--- config.mk ---
export PLATFORM = sky130hd
export DESIGN_NAME = vector_writeback_arbiter
export DESIGN_NICKNAME = d
export VERILOG_FILES = /design/src/rtl/vector_pkg.sv /design/src/rtl/vector_scoreboard.sv /design/src/rtl/vector_writeback_arbiter.sv
export SDC_FILE = /design/constraint.sdc
export NUM_CORES = 1
export LEC_CHECK = 0
export CORE_MARGIN = 1.5
export CORE_UTILIZATION = 36
export DETAILED_ROUTE_END_ITERATION = 12
export PLACE_DENSITY = 0.86
export SLEW_MARGIN = 20
export SYNTH_ARGS = -nofsm -noshare
export SYNTH_HDL_FRONTEND = slang
export SYNTH_HIERARCHICAL = 1
export SYNTH_SLANG_ARGS = --single-unit
export TNS_END_PERCENT = 10
--- constraint.sdc ---
create_clock -name clock -period 2.15 [get_ports clock]
set_clock_uncertainty 0.05 [all_clocks]
set_input_delay 0.43 -clock clock [delete_from_list [all_inputs] [get_ports clock]]
set_output_delay 0.43 -clock clock [all_outputs]
set_load 0.05 [all_outputs]
--- src/rtl/vector_pkg.sv ---
// Shared definitions for the vector writeback path.
//   NUM_VREGS / VREG_W / VIDX_W : register file geometry
//   req_id_t                    : writeback requester id (ALU / load unit)
//   vidx_t / vreg_t             : register index / register data types
package vector_pkg;

    localparam int NUM_VREGS = 16;
    localparam int VREG_W    = 32;
    localparam int VIDX_W    = $clog2(NUM_VREGS);

    typedef enum logic {
        REQ_ALU = 1'b0,
        REQ_LD  = 1'b1
    } req_id_t;

    typedef logic [VIDX_W-1:0] vidx_t;
    typedef logic [VREG_W-1:0] vreg_t;

endpackage

--- src/rtl/vector_scoreboard.sv ---
// Per-register busy scoreboard for the vector register file.
// A register goes busy when an instruction writing it issues and goes
// idle again when its writeback strobe reaches the register file.
// Ports:
//   clock, reset                    : clock, synchronous active-high reset
//   issue_valid/vd/vs/vt            : instruction presented by issue stage
//   update_enable, update_index     : registered writeback strobe / index
//   hazard                          : issue must stall (RAW or WAW)
//   busy_mask                       : per-register pending-write bits
module vector_scoreboard
    import vector_pkg::*;
(
    input  logic                 clock,
    input  logic                 reset,
    input  logic                 issue_valid,
    input  logic [VIDX_W-1:0]    issue_vd,
    input  logic [VIDX_W-1:0]    issue_vs,
    input  logic [VIDX_W-1:0]    issue_vt,
    input  logic                 update_enable,
    input  logic [VIDX_W-1:0]    update_index,
    output logic                 hazard,
    output logic [NUM_VREGS-1:0] busy_mask
);

    logic [NUM_VREGS-1:0] busy;
    logic [NUM_VREGS-1:0] busyNext;

    // Checking vd as well as the sources covers WAW; it also guarantees a
    // set never lands on an index being cleared in the same cycle.
    assign hazard = issue_valid &&
                    (busy[issue_vs] | busy[issue_vt] | busy[issue_vd]);

    // Clear first, then set, so a coincident set on the same index wins.
    always_comb begin
        busyNext = busy;
        if (update_enable) busyNext[update_index] = 1'b0;
        if (issue_valid && !hazard) busyNext[issue_vd] = 1'b1;
    end

    always_ff @(posedge clock) begin
        if (reset) busy <= '0;
        else       busy <= busyNext;
    end

    assign busy_mask = busy;

endmodule

--- src/rtl/vector_writeback_arbiter.sv ---
// Shares the vector register file write port between the vector ALU and
// the vector load unit. Round-robin valid/ready arbitration feeds one
// registered output stage that drives indexVd / update_register /
// update_enable. Optional busy scoreboard (macro VWB_SCOREBOARD_EN) flags
// RAW/WAW hazards to issue; without it hazard and busy_mask are 0 and the
// issue_* inputs are ignored.
// Ports:
//   clock, reset                         : clock, synchronous active-high reset
//   alu_valid/ready/index/data           : ALU writeback request
//   ld_valid/ready/index/data            : load-unit writeback request
//   update_enable/index/register         : register file write port
//   issue_valid/vd/vs/vt                 : issuing instruction registers
//   hazard, busy_mask                    : scoreboard outputs
module vector_writeback_arbiter
    import vector_pkg::*;
(
    input  logic                 clock,
    input  logic                 reset,
    input  logic                 alu_valid,
    output logic                 alu_ready,
    input  logic [VIDX_W-1:0]    alu_index,
    input  logic [VREG_W-1:0]    alu_data,
    input  logic                 ld_valid,
    output logic                 ld_ready,
    input  logic [VIDX_W-1:0]    ld_index,
    input  logic [VREG_W-1:0]    ld_data,
    output logic                 update_enable,
    output logic [VIDX_W-1:0]    update_index,
    output logic [VREG_W-1:0]    update_register,
    input  logic                 issue_valid,
    input  logic [VIDX_W-1:0]    issue_vd,
    input  logic [VIDX_W-1:0]    issue_vs,
    input  logic [VIDX_W-1:0]    issue_vt,
    output logic                 hazard,
    output logic [NUM_VREGS-1:0] busy_mask
);

    req_id_t lastGrant;
    logic    aluGrant;
    logic    ldGrant;

    // Grant is the ready: a lone requester always wins, a tie goes to the
    // side that did not win the previous transfer.
    always_comb begin
        aluGrant = 1'b0;
        ldGrant  = 1'b0;
        if (!reset) begin
            if (alu_valid && ld_valid) begin
                aluGrant = (lastGrant == REQ_LD);
                ldGrant  = (lastGrant == REQ_ALU);
            end else begin
                aluGrant = alu_valid;
                ldGrant  = ld_valid;
            end
        end
    end

    assign alu_ready = aluGrant;
    assign ld_ready  = ldGrant;

    // Index/data hold their last value when idle; only the strobe drops.
    always_ff @(posedge clock) begin
        if (reset) begin
            update_enable   <= 1'b0;
            update_index    <= '0;
            update_register <= '0;
            lastGrant       <= REQ_LD;
        end else begin
            update_enable <= aluGrant | ldGrant;
            if (aluGrant) begin
                update_index    <= alu_index;
                update_register <= alu_data;
                lastGrant       <= REQ_ALU;
            end else if (ldGrant) begin
                update_index    <= ld_index;
                update_register <= ld_data;
                lastGrant       <= REQ_LD;
            end
        end
    end

`ifdef VWB_SCOREBOARD_EN
    vector_scoreboard u_scoreboard (
        .clock         (clock),
        .reset         (reset),
        .issue_valid   (issue_valid),
        .issue_vd      (issue_vd),
        .issue_vs      (issue_vs),
        .issue_vt      (issue_vt),
        .update_enable (update_enable),
        .update_index  (update_index),
        .hazard        (hazard),
        .busy_mask     (busy_mask)
    );
`else
    logic unusedIssue;
    assign unusedIssue = ^{issue_valid, issue_vd, issue_vs, issue_vt};
    assign hazard      = 1'b0;
    assign busy_mask   = '0;
`endif

endmodule

==> impl_metrics.json <==
{
  "setup_viol_count_final": 0,
  "status": "finished clean",
  "netSwitchingFraction_pct": 34.7,
  "synthArstFlopShare_pct": 0,
  "num_vias": 1963,
  "p_sw_mw": 0.682,
  "crit_slowest_cell": "clkdlybuf4s50_1",
  "die_area_mm2": 0.00567,
  "synth.distinct_cells": 16,
  "grt_pass1_wl_um": 9080,
  "p_seq_share_pct": 40.5,
  "drv_slew": 0,
  "tns_ns": 0,
  "via_per_inst": 5.21,
  "finalCriticalPeriod_ns": 2.06,
  "grt_util_all_layers_pct": 21.1,
  "synth_ff_type": "dfxtp_1",
  "end_kind": "output pin",
  "cp_max_fo": 8,
  "drc_errors": 0,
  "fp-row-count": 26,
  "pwr-share-comb_pct": 36.2,
  "ctsResizeCount": 0,
  "hold_class": "reg -> reg",
  "grt_pass1_vias": 1938,
  "synth_area_leaders": "dfxtp_1 40%, a221o_1 19%, a2111oi_0 17%",
  "leakagePower_nw": 1.28,
  "wire_per_inst_um": 15.8,
  "dp_slack_ns": 0.0253,
  "synth_top_area_share_pct": 40.4,
  "nets": 396,
  "antenna_found_initial": 0,
  "synth-seq-area-share_pct": 40.4,
  "first_pass_iters": 4,
  "netlist_area_mm2": 0.00188,
  "synth_edf_count": 0,
  "cts_sinks": 38,
  "syn_area_per_cell_um2": 9.65,
  "p_int_mw": 1.28,
  "slew_headroom_pct": 50.0,
  "die-height_um": 75.3,
  "drv_cap": 0,
  "postCtsHoldBufs": 0,
  "mostFrequentLayoutCells": "112 x clkdlybuf4s50_1, 38 x dfxtp_1, 36 x inv_1, 36 x a2111oi_0, 36 x a221o_1",
  "n_antenna_cell": 0,
  "clk_path_buf_depth": 2,
  "layout_commonest_cell": "clkdlybuf4s50_1",
  "clock_latency_ns": 0.27,
  "antenna_left": 0,
  "yosysWarnings": 6,
  "clk_pin_slew_worst_paths_ns": 0.07,
  "start_kind": "input pin",
  "synthToLayoutAreaGrowth_pct": 67.2,
  "power_density_mw_per_mm2": 624,
  "criticalPathCategory": "in -> out",
  "portBuffers": 114,
  "gr-total-overflow": 0,
  "initial_core_util_pct": 37.1,
  "fmax_mhz": 487,
  "root_buffer": "clkbuf_8",
  "grt_max_degree": 26,
  "globalplace.congestion": 0.728,
  "critPathArrivalTime_ns": 1.58,
  "cts-buffers-inserted": 5,
  "syn_inst": 195,
  "rsz0062_at_grt": "no",
  "worstMarginPinSlew_ns": 0.748,
  "clockPowerShare_pct": 23.2,
  "ys_seq_elements": 38,
  "htreeDepth": 2,
  "post-synth-top-area-cell": "dfxtp_1",
  "max-vdd-ir-drop_mv": 0.273,
  "die_w_um": 75.3,
  "drt_iter0_drc": 77,
  "finalPower_mw": 1.96,
  "worstPathRequired_ns": 1.67,
  "wl_um": 5960,
  "drive_gt1_share_pct": 7.82,
  "dpl.hpwl_um": 4310,
  "hold_slack_ns": 0.444,
  "period_share_pct": 95.6,
  "worstPathCellList": "clkdlybuf4s50_1 > buf_4 > a211oi_2 > buf_12",
  "core_area_mm2": 0.00507,
  "fin_ws_ns": 0.0947,
  "cts_setup_buffers": 0,
  "cts_tree": "built",
  "hold_viol_final": 0,
  "slowest_delay_ns": 0.52,
  "num_io_pins": 145
}
-- metrics by stage --
step           instances  utilization (%)  area, um2
2_1_floorplan        211                -       1950
3_3_place_gp         370             60.5       3070
3_5_place_dp         370             60.5       3070
4_1_cts              377             62.0       3150
5_1_grt              377             62.0       3150
6_report             377             62.0       3150
-- sequential cells by signal, summed over array words and instances (netlist names) --
name and cells:
update_register 32, update_index 4, lastGrant 1, update_enable 1
-- layer usage --
layer	wire (um)	track usage (%)
met4	40	6.75
met5	0	0
met1	2450	24.0
met3	400	4.10
met2	3070	39.5
-- worst paths after layout --
path                            slack [ns]                             start                                to  cells after the start
worst max-delay path                  0.09                             reset                          ld_ready                      4
worst min-delay path                  0.44  update_register[30]$_SDFFE_PP0P_  update_register[30]$_SDFFE_PP0P_                      1
worst max register to register        0.68            lastGrant$_SDFFE_PP1P_   update_register[1]$_SDFFE_PP0P_                      4
worst min register to register        0.44  update_register[30]$_SDFFE_PP0P_  update_register[30]$_SDFFE_PP0P_                      1
-- cell usage after synthesis, drive strengths merged, types with 2 or more instances --
cell type  number
inv            37
nand2b          2
clkbuf         11
a221o          36
a2111oi        36
nor2            2
dfxtp          38
buf            28
-- worst max-delay path: cells and delay by family --
| family | cells | cell delay [ns] |
|---|---|---|
| buffers and inverters | 3 | 0.92 |
| AO/OA/AOI/OAI | 1 | 0.23 |
-- power groups by stage --
stage                     sequential [mW]  clock, mW  combinational [mW]
after floorplan                      1.01          0               0.233
after global placement              0.808          0               0.699
after detailed placement            0.810          0               0.711
after CTS                           0.795      0.473               0.714
after global routing                0.801      0.506               0.746
final                               0.796      0.456               0.711
-- cell families (layout without fill, tap and decap cells) --
family / after synthesis / count (layout) / share of synthesized area, %
compound gates: 73 / 73 / 36.3
other cells: 1 / 17 / 0.199
simple gates: 7 / 7 / 2.46
flops: 38 / 38 / 40.4
buf+inv: 76 / 172 / 20.6
-- cell type report --
class | count | area (um2)
tap | 70 | 87.6
multi-input combinational | 97 | 805
clock buffer | 7 | 76.3
fill | 420 | 1930
sequential | 38 | 761
timing repair buffer | 128 | 1280
inverter | 37 | 139
(Power assumes the default switching activity.)
